===== src/rtl/wb_uart_debug_bridge.sv =====
// -----------------------------------------------------------------------------
// wb_uart_debug_bridge
//
// Wishbone classic master controlled by a host byte stream (typically a UART
// receiver). The host can peek and poke the SoC address map without the CPU.
//
// Command protocol (all multi-byte fields MSB first):
//   0x57 'W' + 4 address bytes + 4 data bytes -> single 32-bit write
//   0x52 'R' + 4 address bytes                -> single 32-bit read
// Responses:
//   0x06 success (a read then returns 4 data bytes, MSB first)
//   0x15 bus error (err or rty terminated the cycle, or bus timeout)
//   0x3F unknown command byte
//
// Ports:
//   wb_clk_i, wb_rst_i     clock, synchronous active-high reset
//   rx_data_i, rx_valid_i  host byte stream in (no backpressure)
//   tx_data_o, tx_valid_o, tx_ready_i  response byte stream out
//   wbm_*                  Wishbone classic master port
//   busy_o                 high whenever the bridge is not idle
//
// Optional feature: define WB_BRIDGE_TIMEOUT_EN to abort a bus cycle that
// sees no termination within TIMEOUT cycles (reported as 0x15). Without the
// macro the bridge waits for termination indefinitely.
// -----------------------------------------------------------------------------
module wb_uart_debug_bridge #(
    parameter int unsigned TIMEOUT = 255
) (
    input  logic        wb_clk_i,
    input  logic        wb_rst_i,
    input  logic [7:0]  rx_data_i,
    input  logic        rx_valid_i,
    output logic [7:0]  tx_data_o,
    output logic        tx_valid_o,
    input  logic        tx_ready_i,
    output logic [31:0] wbm_adr_o,
    output logic [31:0] wbm_dat_o,
    output logic [3:0]  wbm_sel_o,
    output logic        wbm_we_o,
    output logic        wbm_cyc_o,
    output logic        wbm_stb_o,
    output logic [2:0]  wbm_cti_o,
    output logic [1:0]  wbm_bte_o,
    input  logic [31:0] wbm_dat_i,
    input  logic        wbm_ack_i,
    input  logic        wbm_err_i,
    input  logic        wbm_rty_i,
    output logic        busy_o
);

    localparam logic [2:0] S_IDLE  = 3'd0;
    localparam logic [2:0] S_ADDR  = 3'd1;
    localparam logic [2:0] S_DATA  = 3'd2;
    localparam logic [2:0] S_BUS   = 3'd3;
    localparam logic [2:0] S_RESP  = 3'd4;
    localparam logic [2:0] S_RDATA = 3'd5;

    localparam logic [7:0] CMD_WRITE = 8'h57;
    localparam logic [7:0] CMD_READ  = 8'h52;
    localparam logic [7:0] RSP_OK    = 8'h06;
    localparam logic [7:0] RSP_ERR   = 8'h15;
    localparam logic [7:0] RSP_UNK   = 8'h3F;

    logic [2:0]  state_q, state_d;
    logic [1:0]  cnt_q, cnt_d;        // byte index within a field
    logic        write_q, write_d;    // current command is a write
    logic [31:0] adr_q, adr_d;
    logic [31:0] dat_q, dat_d;
    logic [31:0] rdata_q, rdata_d;    // read data, shifted out MSB first
    logic        rd_ok_q, rd_ok_d;    // status byte is followed by read data
    logic        cyc_q, cyc_d;
    logic [7:0]  tx_data_q, tx_data_d;
    logic        tx_valid_q, tx_valid_d;

    logic tx_fire;
    logic bus_abort;

    assign tx_fire = tx_valid_q & tx_ready_i;

`ifdef WB_BRIDGE_TIMEOUT_EN
    localparam int TMO_W = ($clog2(TIMEOUT + 1) > 8) ? $clog2(TIMEOUT + 1) : 8;

    logic [TMO_W-1:0] tmo_q, tmo_d;

    // Held at zero outside BUS, so every bus cycle starts counting from 0.
    always_comb begin
        tmo_d = '0;
        if (state_q == S_BUS) begin
            tmo_d = tmo_q + 1'b1;
        end
    end

    always_ff @(posedge wb_clk_i) begin
        if (wb_rst_i) begin
            tmo_q <= '0;
        end else begin
            tmo_q <= tmo_d;
        end
    end

    // Fires on the edge closing the TIMEOUT-th cycle with CYC high.
    assign bus_abort = (tmo_q == TMO_W'(TIMEOUT - 1));
`else
    assign bus_abort = 1'b0;
`endif

    // NOTE: every signal assigned here gets its hold value first, so no path
    // through the case statement can leave one unassigned and infer a latch.
    always_comb begin
        state_d    = state_q;
        cnt_d      = cnt_q;
        write_d    = write_q;
        adr_d      = adr_q;
        dat_d      = dat_q;
        rdata_d    = rdata_q;
        rd_ok_d    = rd_ok_q;
        cyc_d      = cyc_q;
        tx_data_d  = tx_data_q;
        tx_valid_d = tx_valid_q;

        case (state_q)
            S_IDLE: begin
                if (rx_valid_i) begin
                    if (rx_data_i == CMD_WRITE || rx_data_i == CMD_READ) begin
                        write_d = (rx_data_i == CMD_WRITE);
                        cnt_d   = 2'd0;
                        state_d = S_ADDR;
                    end else begin
                        tx_data_d  = RSP_UNK;
                        tx_valid_d = 1'b1;
                        rd_ok_d    = 1'b0;
                        state_d    = S_RESP;
                    end
                end
            end

            S_ADDR: begin
                if (rx_valid_i) begin
                    adr_d = {adr_q[23:0], rx_data_i};
                    cnt_d = cnt_q + 2'd1;     // wraps to 0 for the data field
                    if (cnt_q == 2'd3) begin
                        if (write_q) begin
                            state_d = S_DATA;
                        end else begin
                            cyc_d   = 1'b1;
                            state_d = S_BUS;
                        end
                    end
                end
            end

            S_DATA: begin
                if (rx_valid_i) begin
                    dat_d = {dat_q[23:0], rx_data_i};
                    cnt_d = cnt_q + 2'd1;
                    if (cnt_q == 2'd3) begin
                        cyc_d   = 1'b1;
                        state_d = S_BUS;
                    end
                end
            end

            S_BUS: begin
                // ack is checked first so it wins over a simultaneous err/rty.
                if (wbm_ack_i) begin
                    cyc_d      = 1'b0;
                    tx_data_d  = RSP_OK;
                    tx_valid_d = 1'b1;
                    rd_ok_d    = ~write_q;
                    if (!write_q) begin
                        rdata_d = wbm_dat_i;
                    end
                    state_d = S_RESP;
                end else if (wbm_err_i || wbm_rty_i || bus_abort) begin
                    cyc_d      = 1'b0;
                    tx_data_d  = RSP_ERR;
                    tx_valid_d = 1'b1;
                    rd_ok_d    = 1'b0;
                    state_d    = S_RESP;
                end
            end

            S_RESP: begin
                if (tx_fire) begin
                    if (rd_ok_q) begin
                        // Present the first data byte immediately: no gap.
                        tx_data_d = rdata_q[31:24];
                        rdata_d   = {rdata_q[23:0], 8'h00};
                        cnt_d     = 2'd0;
                        state_d   = S_RDATA;
                    end else begin
                        tx_valid_d = 1'b0;
                        state_d    = S_IDLE;
                    end
                end
            end

            S_RDATA: begin
                if (tx_fire) begin
                    if (cnt_q == 2'd3) begin
                        tx_valid_d = 1'b0;
                        state_d    = S_IDLE;
                    end else begin
                        tx_data_d = rdata_q[31:24];
                        rdata_d   = {rdata_q[23:0], 8'h00};
                        cnt_d     = cnt_q + 2'd1;
                    end
                end
            end

            default: begin
                state_d = S_IDLE;
            end
        endcase
    end

    // NOTE: state registers use non-blocking assignments so every flop samples
    // the pre-edge value of every other flop, independent of block ordering.
    always_ff @(posedge wb_clk_i) begin
        if (wb_rst_i) begin
            state_q    <= S_IDLE;
            cnt_q      <= 2'd0;
            write_q    <= 1'b0;
            adr_q      <= 32'h0;
            dat_q      <= 32'h0;
            rdata_q    <= 32'h0;
            rd_ok_q    <= 1'b0;
            cyc_q      <= 1'b0;
            tx_data_q  <= 8'h00;
            tx_valid_q <= 1'b0;
        end else begin
            state_q    <= state_d;
            cnt_q      <= cnt_d;
            write_q    <= write_d;
            adr_q      <= adr_d;
            dat_q      <= dat_d;
            rdata_q    <= rdata_d;
            rd_ok_q    <= rd_ok_d;
            cyc_q      <= cyc_d;
            tx_data_q  <= tx_data_d;
            tx_valid_q <= tx_valid_d;
        end
    end

    assign wbm_adr_o  = adr_q;
    assign wbm_dat_o  = dat_q;
    assign wbm_sel_o  = {4{cyc_q}};
    assign wbm_we_o   = cyc_q & write_q;
    assign wbm_cyc_o  = cyc_q;
    assign wbm_stb_o  = cyc_q;
    assign wbm_cti_o  = 3'b000;
    assign wbm_bte_o  = 2'b00;
    assign tx_data_o  = tx_data_q;
    assign tx_valid_o = tx_valid_q;
    assign busy_o     = (state_q != S_IDLE);

endmodule


===== config.mk =====
export PLATFORM = sky130hd
export DESIGN_NAME = wb_uart_debug_bridge
export DESIGN_NICKNAME = d
export VERILOG_FILES = /design/src/rtl/wb_uart_debug_bridge.sv
export SDC_FILE = /design/constraint.sdc
export NUM_CORES = 1
export LEC_CHECK = 0
export BUFFER_PORTS_ARGS = -buffer_cell sky130_fd_sc_hd__buf_2
export CAP_MARGIN = 20
export CORE_MARGIN = 2
export CORE_UTILIZATION = 40
export CTS_CLUSTER_SIZE = 16
export DETAILED_ROUTE_END_ITERATION = 8
export PLACE_DENSITY = 0.71
export SYNTH_ARGS = -nofsm -noshare
export SYNTH_HDL_FRONTEND = slang
export SYNTH_SLANG_ARGS = --single-unit

===== constraint.sdc =====
create_clock -name wb_clk_i -period 3.9 [get_ports wb_clk_i]
set_input_delay 0 -clock wb_clk_i [delete_from_list [all_inputs] [get_ports wb_clk_i]]
set_output_delay 0 -clock wb_clk_i [all_outputs]
set_load 0.01 [all_outputs]

### Yosys cells after proc, flatten, opt, wreduce, memory -nomap -nowiden

Index checks and enable logic that the tools add are counted.

* output and inout port bits: 86
* logic and storage cells: 119
* bits of input ports: 47
* flip-flop bits (word level): 113

* eq/ne operators: 26
* bitwise operators: 3
* muxes and demuxes: 59
* reduce and logical (&&, ||, !) cells: 20
* add/sub/neg operators: 1

Operator list (number)
* $mux 32: 6
* $pmux 32 s3: 1
* $mux 8: 8
* $mux 3: 12
* $ne 2x2->1 const B: 16
* $pmux 8 s4: 1
* $reduce_and 8->1: 3
* $mux 1: 19
* $pmux 3 s6: 1
* $eq 8x7->1 const B: 2
* $mux 2: 7
* $reduce_and 7->1: 2
* $reduce_and 9->1: 1
* $reduce_bool 3->1: 3
* $pmux 2 s4: 1
* $reduce_bool 4->1: 2
* $eq 3x2->1 const B: 2
* $eq 3x3->1 const B: 2
* $pmux 1 s4: 1
* $reduce_and 2->1: 2
* $reduce_and 4->1: 1
* $eq 3x1->1 const B: 1
* $logic_not 3->1: 1
* $ne 3x3->1 const B: 1
* other kinds (11): 13

### Logic depth before layout (Yosys ltp)

Gate-level depths: netlist (run 1).

* depth after elaboration: 5
* mapped depth: 7
* gate-level depth less buffers: 5

### Least setup slack after synthesis (run 1)

Ideal clock, no wire load.

* path type: register -> register
* start: reg cnt_q[0]
* end: reg rdata_q[21]
* path buffers: 2
* cell stages (with the launch flop): 7
* setup time: 0.142 ns
* path slack: 2.212 ns
* data required time: 3.758 ns
* period minus slack after synthesis: 1.688 ns
* data arrival time: 1.546 ns
* cell sequence: dfxtp_1 > ha_1 > a2111o_1 > buf_2 > nand2_2 > buf_4 > a311oi_2

* longest elaborated chain between the ends: 3

RTL lines
* start, declared: RTL line 65 `logic [1:0] cnt_q, cnt_d;`
* start signal, assigned: RTL line 233 `cnt_q <= cnt_d;`
* $eq 2x2->1: RTL line 200 `if (cnt_q == 2'd3) begin`
* $ne 2x2->1 (no line)
* $reduce_and 7->1 (no line)
* end signal, assigned: RTL line 237 `rdata_q <= rdata_d;`
* end, declared: RTL line 69 `logic [31:0] rdata_q, rdata_d;`

Every way passes these cells.
A chain may end at the register's enable or synchronous reset.

### Worst setup path in the final report (run 1)

* start: reg state_q[0]
* end: reg rdata_q[30]

* longest elaborated chain between the ends: 3
* elaborated cells between the ends (all ways): 12
* classes of those cells: eq/ne: 9; mux: 1; reduce/logical: 2

RTL lines
* start, declared: RTL line 64 `logic [2:0] state_q, state_d;`
* start signal, assigned: RTL line 232 `state_q <= state_d;`
* $eq 3x2->1 / $eq 3x3->1 (equally long branches): RTL line 121 `case (state_q)`
* $ne 2x2->1 (no line) / $reduce_bool 3->1 (equally long branches)
* $reduce_and 7->1 (no line)

Parallel ways exist; a longest one is shown, timed or not.

==> qor.yml, run 1 <==
endpoint_kind: "flop"
clk_path_buf_depth: 2
muxShareOfSynthArea_pct: 1.82
via_count: 4705
skew_ns: 0.0146
clk-insertion-delay-late_ns: 0.41
dp_slack_ns: 1.49
arrival_ns: 2.70
rsz0062_at_grt: "false"
first_global_vias: 4312
avgSynthCellArea_um2: 8.40
antenna_left: 0
hold_ws_ns: 0.0247
power.leakage_nw: 2.62
synthSimpleGateAreaFrac_pct: 25.1
final.setup.worst_slack_ns: 1.46
max_stage_delay_ns: 0.81
worst_setup_path_start_kind: "flop"
synthTopCellsByArea: "dfxtp_1 45%, nand2_1 14%, a21oi_1 7.9%"
grt_max_degree: 78
path_cells: "and3b_1, nand3_2, nand2_2, a311oi_2"
grt_remaining_overflow: 0
ys_ff_latch: 113
die_w_um: 116
post_cts_buffers: 0
criticalPathCategory: "flop to flop"
first_pass_iters: 5
holdPathEnd: "rdata_q[5]"
track_usage_pct: 19.4
synth-async-reset-ratio_pct: 0
cap_violations: 0
grt_pass1_wl_mm: 20.7
cts_hold_buf: 40
synthAdderAreaFrac_pct: 0.249
coreArea_um2: 12200
post-route-period-util_pct: 62.7
synth_area_leader_cell: "dfxtp_1"
worstPathRequired_ns: 4.15
netlist_instances: 599
totalWireLength_mm: 13.2
finalCriticalPeriod_ns: 2.44
worstHoldStart: "wb_rst_i"
area_delta_synth_final_pct: 32.2
clk_transition_reported_paths_ns: 0.05
clock-sinks: 113
peakVddDrop_v: 0.000274
yosysTopAreaCellShare_pct: 45.0
insertedDiodeCount: 0
synth_flop_cell: "dfxtp_1"
max_freq_mhz: 409
fp.dieH_um: 116
synth_xor_area_share_pct: 0.174
synth_edf_count: 0
post_cts_resized: 0
worstReg2RegStart: "state_q[0]"
portBuffers: 127
tightest_slew_ns: 0.800
htreeDepth: 4
post_drt_via_cell_ratio: 5.11
timing.setup.tns_ns: 0
ff2ff_path_depth: 4
fin_util_pct: 54.7
synth-compound-area-share_pct: 20.9
total_power_w: 0.00377
drtIter0Drc: 260
finalHoldViolations: 0
antenna_found_initial: 0
drive_gt1_share_pct: 27.8
ios: 133
status: "complete, no violations"
worst-r2r-setup-slack_ns: 1.46
synth_warnings: 0
initial_utilization_pct: 41.4
nNetsFinal: 787
slew_headroom_pct: 46.7
cpMaxStageDelayCell: "dfxtp_1"
synth_top_family_by_area: "simple AND/OR/NAND/NOR gates"
maxSlewViolCount: 0
cts_tree: "yes"
dieArea_um2: 13500
hp-class: "input pin to flop"
yosysSeqAreaShare_pct: 45.0
cp_max_fo: 24
gp_congestion: 0.856
hpwl_mm: 8.33
worstHoldPathCells: 2
cts_made_buffers: 17
setup_viol: 0
drc: 0
root_buffer: "clkbuf_16"
avgRoutedWirePerCell_um: 14.4
ys_types: 69
worstReg2RegEnd: "rdata_q[30]"
syn_area_um2: 5030
power_density_nw_per_um2: 566
fp-row-count: 40
metal layers:
metal / vias up / global-route usage [%] / wire length (um)
met3: 19 / 5.24 / 631
li1: 2357 / - / -
met2: 160 / 31.5 / 6370
met4: 0 / 8.10 / 240
met1: 2169 / 24.5 / 5990
met5: - / 0 / 0
metrics by stage:
stage,area (um2),cells
finish,6650,920
global route,6650,920
CTS,6600,917
detailed placement,5610,845
global placement,5610,845
floorplan,5050,603
critical path: cells and delay by family (launching register included):
family             cells  cell delay [ns]
and+or+nand+nor        3             1.29
AOI/OAI and AO/OA      1             0.19
DFF                    1             0.81
state kept, by name, indices dropped and copies added, names as in the netlist:
signal      cells
cnt_q           2
rd_ok_q         1
rdata_q        32
state_q         3
tx_data_o       8
tx_valid_o      1
wbm_adr_o      32
wbm_cyc_o       1
wbm_dat_o      32
write_q         1
synthesized netlist by cell type (5+ instances only):
cell type and number:
a311oi_1 14, inv_1 5, nor2b_1 7, clkbuf_1 25, mux2i_1 5, dfxtp_1 113, a311oi_2 11, nand4_1 6
nand2b_1 5, nand3_1 19, nand2_1 187, buf_6 5, nor3_2 10, a21oi_1 79, nor3_1 16, buf_2 9
buf_4 14
cells by family after synthesis:
| logic type | Yosys count |
|---|---|
| other | 1 |
| XOR/XNOR | 1 |
| multiplexers | 8 |
| adder cells (fa/ha/maj) | 1 |
| buffers and inverters | 63 |
| flip-flops | 113 |
| AND/OR/NAND/NOR | 272 |
| AO/OA/AOI/OAI | 140 |
worst max-delay path by stage:
stage | start | endpoint
2_1_floorplan | cnt_q[0] | rdata_q[21]
3_3_place_gp | state_q[2] | rdata_q[30]
3_5_place_dp | state_q[0] | rdata_q[30]
4_1_cts | state_q[2] | rdata_q[30]
5_1_grt | state_q[2] | rdata_q[13]
6_report | state_q[0] | rdata_q[30]
cells in the final DEF, fill, tap and decap left out, types with 2 or more instances in the layout:
| cell type | count |
|---|---|
| a211oi_2 | 2 |
| a21oi_1 | 79 |
| a311oi_1 | 14 |
| a311oi_2 | 11 |
| a31oi_1 | 4 |
| and3_1 | 2 |
| buf_2 | 126 |
| buf_4 | 5 |
| buf_8 | 2 |
| bufinv_16 | 2 |
| clkbuf_1 | 2 |
| clkbuf_16 | 17 |
| clkinv_2 | 2 |
| clkinv_4 | 3 |
| clkinvlp_4 | 4 |
| conb_1 | 5 |
| dfxtp_1 | 113 |
| dlygate4sd3_1 | 40 |
| inv_1 | 5 |
| mux2_4 | 2 |
| mux2i_1 | 5 |
| nand2_1 | 187 |
| nand2b_1 | 5 |
| nand2b_4 | 2 |
| nand3_1 | 19 |
| nand4_1 | 6 |
| nor2_1 | 2 |
| nor2_2 | 3 |
| nor2b_1 | 7 |
| nor3_1 | 16 |
| nor3_2 | 10 |
| o2111ai_1 | 2 |
| o211ai_1 | 4 |
| o31ai_1 | 2 |
power breakdown:
part	internal, W	switching (W)
Combinational	0.000390	0.000558
Sequential	0.00124	0.0000907
Clock	0.000957	0.000534
Total	0.00258	0.00118
cell type report:
cell class              instances  area [um2]
flip-flops and latches        113        2260
fillers                      1086        5510
inverters                       6        22.5
clock buffers                  20         447
multi-input cells             427        2450
clock inverters                12         135
well taps                     168         210
repair buffers                174        1130
Power figures use the tool's default switching activity.
==> run 2: changes to the inputs <==
Clock period 3.9 ns to 2.4 ns, I/O delays scaled along.
==> run 2 against run 1 <==
Net effect: clock-buffer cell count shrank 3; critical endpoint is now rdata_q[23]; sequential power up 61%; via count up 1.2%; worst hold slack better by 0.056 ns; final cell count rose by 0.65%; worst setup slack worse by 1.3 ns; design area rose by 1.4%; clock power is 79% higher.
==> qor.yml, run 2 (synthesis results as in run 1) <==
max_freq_mhz: 449  # +9.8%
cts_made_buffers: 17  # unchanged
grt_pass1_wl_mm: 21.3  # +3.1%
criticalPathCategory: "flop to flop"
first_global_vias: 4416  # +2.4%
gp_congestion: 0.867  # +1.2%
slew_headroom_pct: 54.0  # +7.3 points
tightest_slew_ns: 0.690  # -0.110 ns
grt_remaining_overflow: 0  # unchanged
power.leakage_nw: 2.67  # +1.7%
dp_cells: 851  # +0.71%
final_cell_mix: "187 x nand2_1, 126 x buf_2, 113 x dfxtp_1"
antenna_left: 0  # unchanged
post_drt_via_cell_ratio: 5.14  # +0.58%
endpoint_kind: "flop"
totalWireLength_mm: 13.3  # +0.74%
first_pass_iters: 4  # -1
worst_setup_path_start_kind: "flop"
cap_violations: 0  # unchanged
drtIter0Drc: 382  # +47%
post-route-period-util_pct: 92.8  # +30 points
finalCriticalPeriod_ns: 2.23  # -0.218 ns
initial_utilization_pct: 41.4  # unchanged
track_usage_pct: 20.1  # +0.69 points
clk_path_buf_depth: 2  # unchanged
portBuffers: 127  # unchanged
hp-class: "input pin to flop"
status: "complete, no violations"
post_cts_buffers: 0  # unchanged
fp.dieH_um: 116  # unchanged
ff2ff_path_depth: 4  # unchanged
final.setup.worst_slack_ns: 0.174  # -1.28 ns
dp_slack_ns: 0.219  # -1.27 ns
cts_tree: "yes"
grt_max_degree: 68  # -13%
worstPathRequired_ns: 2.66  # -1.49 ns
finalHoldViolations: 0  # unchanged
total_power_w: 0.00637  # +69%
cp_max_fo: 24  # unchanged
hpwl_mm: 8.51  # +2.3%
power_density_nw_per_um2: 945  # +67%
timing.setup.tns_ns: 0  # unchanged
via_count: 4763  # +1.2%
fp-row-count: 40  # unchanged
drc: 0  # unchanged
hold_ws_ns: 0.0807  # +0.0560 ns
setup_viol: 0  # unchanged
clock-sinks: 113  # unchanged
root_buffer: "clkbuf_16"
area_delta_synth_final_pct: 34.0
worstReg2RegEnd: "rdata_q[23]"
holdPathEnd: "write_q"
worst-r2r-setup-slack_ns: 0.17  # -1.28 ns
worstHoldStart: "rx_valid_i"
avgRoutedWirePerCell_um: 14.4  # about the same
worstReg2RegStart: "state_q[2]"
skew_ns: 0.00986  # -0.00471 ns
final_common_cell: "nand2_1"
rsz0062_at_grt: "false"
final_cells: 926  # +0.65%
dieArea_um2: 13500  # unchanged
htreeDepth: 4  # unchanged
clk_transition_reported_paths_ns: 0.05  # about the same
drive_gt1_share_pct: 28.4  # +0.61 points
die_w_um: 116  # unchanged
worstHoldPathCells: 4  # +2
arrival_ns: 2.49  # -0.21 ns
ios: 133  # unchanged
clk-insertion-delay-late_ns: 0.42  # about the same
peakVddDrop_v: 0.000459  # +67%
nNetsFinal: 792  # +0.64%
coreArea_um2: 12200  # unchanged
maxSlewViolCount: 0  # unchanged
n_fill_cell: 1099  # +1.2%
antenna_found_initial: 1  # +1
==> run 2: worst max-delay path: stages, from the launching register on <==
cell      delay (ns)
dfxtp_1         0.62
nand2b_4        0.19
a2111o_1        0.57
nand2_2         0.48
a311oi_2        0.19
==> run 2: power breakdown <==
part	internal [W]	leakage, nW	switching [W]
combinational	0.000642	1.46	0.000911
sequential	0.00201	0.913	0.000137
clock	0.00175	0.297	0.000928
==> run 2: through the flow <==
step / cell area (um2) / util [%]
after floorplan: 5050 / -
after global placement: 5670 / 46.6
after detailed placement: 5670 / 46.6
after CTS: 6710 / 55.2
after global routing: 6740 / 55.5
final: 6740 / 55.5
==> run 2: what timing repair did <==
| item | 4_1_cts | 5_1_grt |
|---|---|---|
| hold buffers | 41 | 0 |
| endpoints found under the hold margin | 53 | 0 |
| gates resized for setup | 0 | 0 |
==> run 2: cell type report <==
cell class / instances / area [um2] / share of cell area, %
multi-input combinational: 427 / 2450 / 36.3
sequential: 113 / 2260 / 33.5
timing repair buffer: 179 / 1160 / 17.3
clock buffer: 17 / 425 / 6.31
tap: 168 / 210 / 3.12
clock inverter: 15 / 208 / 3.08
inverter: 6 / 22.5 / 0.334
antenna: 1 / 2.50 / 0.0371
==> run 2: layer usage <==
metal  up-vias  track usage [%]  share of wire [%]
met2       160             31.5                 47
met1      2194             24.9                 44
met5         -                0                  0
li1       2367                -                  -
met4         0             12.1                3.7
met3        42             5.29                5.0
==> run 2: worst max-delay path by stage <==
stage,from,to,slack [ns],depth (start not counted)
global placement,state_q[2],rdata_q[30],0.33,4
global route,state_q[2],rdata_q[23],0.02,4
floorplan,cnt_q[0],rdata_q[21],0.71,6
CTS,state_q[2],rdata_q[23],0.21,4
detailed placement,state_q[2],rdata_q[28],0.22,4
finish,state_q[2],rdata_q[23],0.17,4
==> run 3: changes to the inputs <==
Settings changed: CELL_PAD_IN_SITES_DETAIL_PLACEMENT set to 1, CELL_PAD_IN_SITES_GLOBAL_PLACEMENT set to 1, CORE_UTILIZATION 40 to 38, PLACE_DENSITY 0.71 to 0.87, SETUP_SLACK_MARGIN set to 0.2.
==> run 3 against run 2 <==
Net effect: total power increased by 4.1%; sequential share of layout area fell by 0.22 points; fmax up 9.9%; non-clock buffer count is 3 higher; final cell count rose by 1.4%; critical path depth rose by 1; first-iteration DRC count is 27% lower; worst setup slack better by 0.20 ns; global-route usage rose by 3.5 points; die area is 5.1% higher; sequential power about the same; clock skew decreased by 0.00055 ns; largest cell class unchanged; largest power group unchanged; highest routed layer unchanged.
==> qor.yml, run 3 (synthesis results as in run 1) <==
status: "complete, no violations"
clk_path_buf_depth: 2  # unchanged
maxSlewViolCount: 0  # unchanged
root_buffer: "clkbuf_16"
drc: 0  # unchanged
via_count: 5014  # +5.3%
clock-sinks: 113  # unchanged
final_area_um2: 6800  # +0.83%
ios: 133  # unchanged
post_cts_buffers: 0  # unchanged
max_stage_delay_ns: 0.49  # -0.13 ns
slew_headroom_pct: 57.0  # +3.0 points
power.leakage_nw: 2.71  # +1.4%
p_clk_share_pct: 42.1  # about the same
criticalPathCategory: "flop to flop"
worstHoldStart: "rx_valid_i"
tightest_slew_ns: 0.645  # -0.0449 ns
worstPathRequired_ns: 2.69  # +0.03 ns
placed_area_um2: 5710  # +0.71%
cap_violations: 0  # unchanged
first_pass_iters: 4  # unchanged
p_switching_w: 0.00203  # +2.6%
cts_tree: "yes"
fp-row-count: 42  # +5.0%
final.setup.worst_slack_ns: 0.374  # +0.200 ns
gp_congestion: 0.820  # -5.4%
cp_max_fo: 24  # unchanged
antenna_left: 0  # unchanged
track_usage_pct: 23.6  # +3.5 points
dr.max_layer_used: "met4"
hpwl_mm: 9.70  # +14%
finalCriticalPeriod_ns: 2.03  # -0.200 ns
post_drt_via_cell_ratio: 5.34  # +3.8%
worst-r2r-setup-slack_ns: 0.37  # +0.20 ns
die_w_um: 119  # +2.5%
totalWireLength_mm: 17.1  # +28%
coreArea_um2: 13100  # +7.6%
p_int_w: 0.00460  # +4.7%
drtIter0Drc: 277  # -27%
max_freq_mhz: 494  # +9.9%
portBuffers: 127  # unchanged
post-route-period-util_pct: 84.4  # -8.3 points
rsz0062_at_grt: "false"
swShare_pct: 30.6  # -0.45 points
area_delta_synth_final_pct: 35.2
htreeDepth: 4  # unchanged
nNetsFinal: 795  # +0.38%
grt_remaining_overflow: 0  # unchanged
timing.setup.tns_ns: 0  # unchanged
path_cells: "nand2b_4, a2111oi_4, buf_4, nor3_2, a311oi_2"
first_global_vias: 5146  # +17%
arrival_ns: 2.32  # -0.17 ns
dp_slack_ns: 0.263  # +0.0442 ns
endpoint_kind: "flop"
worstHoldPathCells: 4  # unchanged
combPwrFrac_pct: 25.2  # +0.8 points
clk_transition_reported_paths_ns: 0.06  # about the same
cpMaxStageDelayCell: "dfxtp_2"
met2_length_mm: 8.84  # +41%
final_cell_mix: "187 x nand2_1, 126 x buf_2, 110 x dfxtp_1"
worstReg2RegEnd: "rdata_q[27]"
dieArea_um2: 14200  # +5.1%
p_seq_share_pct: 32.7  # -0.9 points
peakVddDrop_v: 0.000418  # -9.0%
power_density_nw_per_um2: 975  # +3.2%
holdPathEnd: "write_q"
grt_pass1_wl_mm: 26.5  # +24%
drive_gt1_share_pct: 28.9  # +0.55 points
grt_max_degree: 52  # -24%
setup_viol: 0  # unchanged
skew_ns: 0.00931  # -0.000553 ns
finalHoldViolations: 0  # unchanged
met1Wirelength_mm: 6.83  # +16%
fp.dieH_um: 119  # +2.5%
ff2ff_path_depth: 5  # +1
worst_setup_path_start_kind: "flop"
fin_util_pct: 52.0  # -3.5 points
initial_utilization_pct: 38.4  # -2.9 points
antenna_found_initial: 3  # +2
cts_made_buffers: 17  # unchanged
wl_met3_um: 727  # +8.8%
clk-insertion-delay-late_ns: 0.42  # about the same
hp-class: "input pin to flop"
avgRoutedWirePerCell_um: 18.2  # +26%
worstReg2RegStart: "state_q[2]"
final_common_cell: "nand2_1"
==> run 3: final cells by class <==
type,count,area (um2)
well taps,176,220
diodes,3,7.51
flip-flops and latches,113,2270
fillers,1563,6280
clock inverters,12,213
inverters,6,22.5
multi-input cells,427,2450
clock buffers,20,437
repair buffers,182,1180
==> run 3: what timing repair did <==
| action | 4_1_cts | 5_1_grt |
|---|---|---|
| endpoints found under the setup margin | 0 | 24 |
| hold buffers | 40 | 0 |
| gates resized for setup | 0 | 4 |
| hold endpoints to repair | 49 | 0 |
==> run 3: power groups by stage <==
stage	Sequential [W]	Clock [W]	Combinational (W)
floorplan	0.00216	0	0.00118
CTS	0.00216	0.00283	0.00161
finish	0.00217	0.00279	0.00167
global route	0.00219	0.00291	0.00179
detailed placement	0.00219	0	0.00154
global placement	0.00218	0	0.00149
==> run 3: metal layers <==
metal | up-vias | global-route usage (%)
met5 | - | 0
met4 | 0 | 14.1
met3 | 44 | 5.27
met2 | 155 | 40.0
met1 | 2447 | 27.0
li1 | 2368 | -
==> run 3: worst max-delay path: cells and delay by family, from the launching register on <==
family | cells | cell delay (ns)
compound gates | 2 | 0.73
flops | 1 | 0.49
buf+inv | 1 | 0.37
simple gates | 2 | 0.30
==> run 3: worst max path at each step <==
| stage | cells after the start | slack, ns | start | end |
|---|---|---|---|---|
| 5_1_grt | 5 | 0.24 | state_q[2] | rdata_q[11] |
| 4_1_cts | 5 | 0.21 | state_q[0] | rdata_q[15] |
| 2_1_floorplan | 6 | 0.71 | cnt_q[0] | rdata_q[21] |
| 3_3_place_gp | 5 | 0.37 | state_q[0] | rdata_q[22] |
| 6_report | 5 | 0.37 | state_q[2] | rdata_q[27] |
| 3_5_place_dp | 5 | 0.26 | state_q[0] | rdata_q[9] |
==> run 3: stage by stage <==
step | hold slack [ns] | cells | total power (W)
floorplan | 0.136 | 603 | 0.00335
global placement | 0.264 | 863 | 0.00367
detailed placement | 0.269 | 863 | 0.00373
CTS | 0.0720 | 935 | 0.00659
global route | 0.0870 | 939 | 0.00690
finish | 0.0815 | 939 | 0.00663
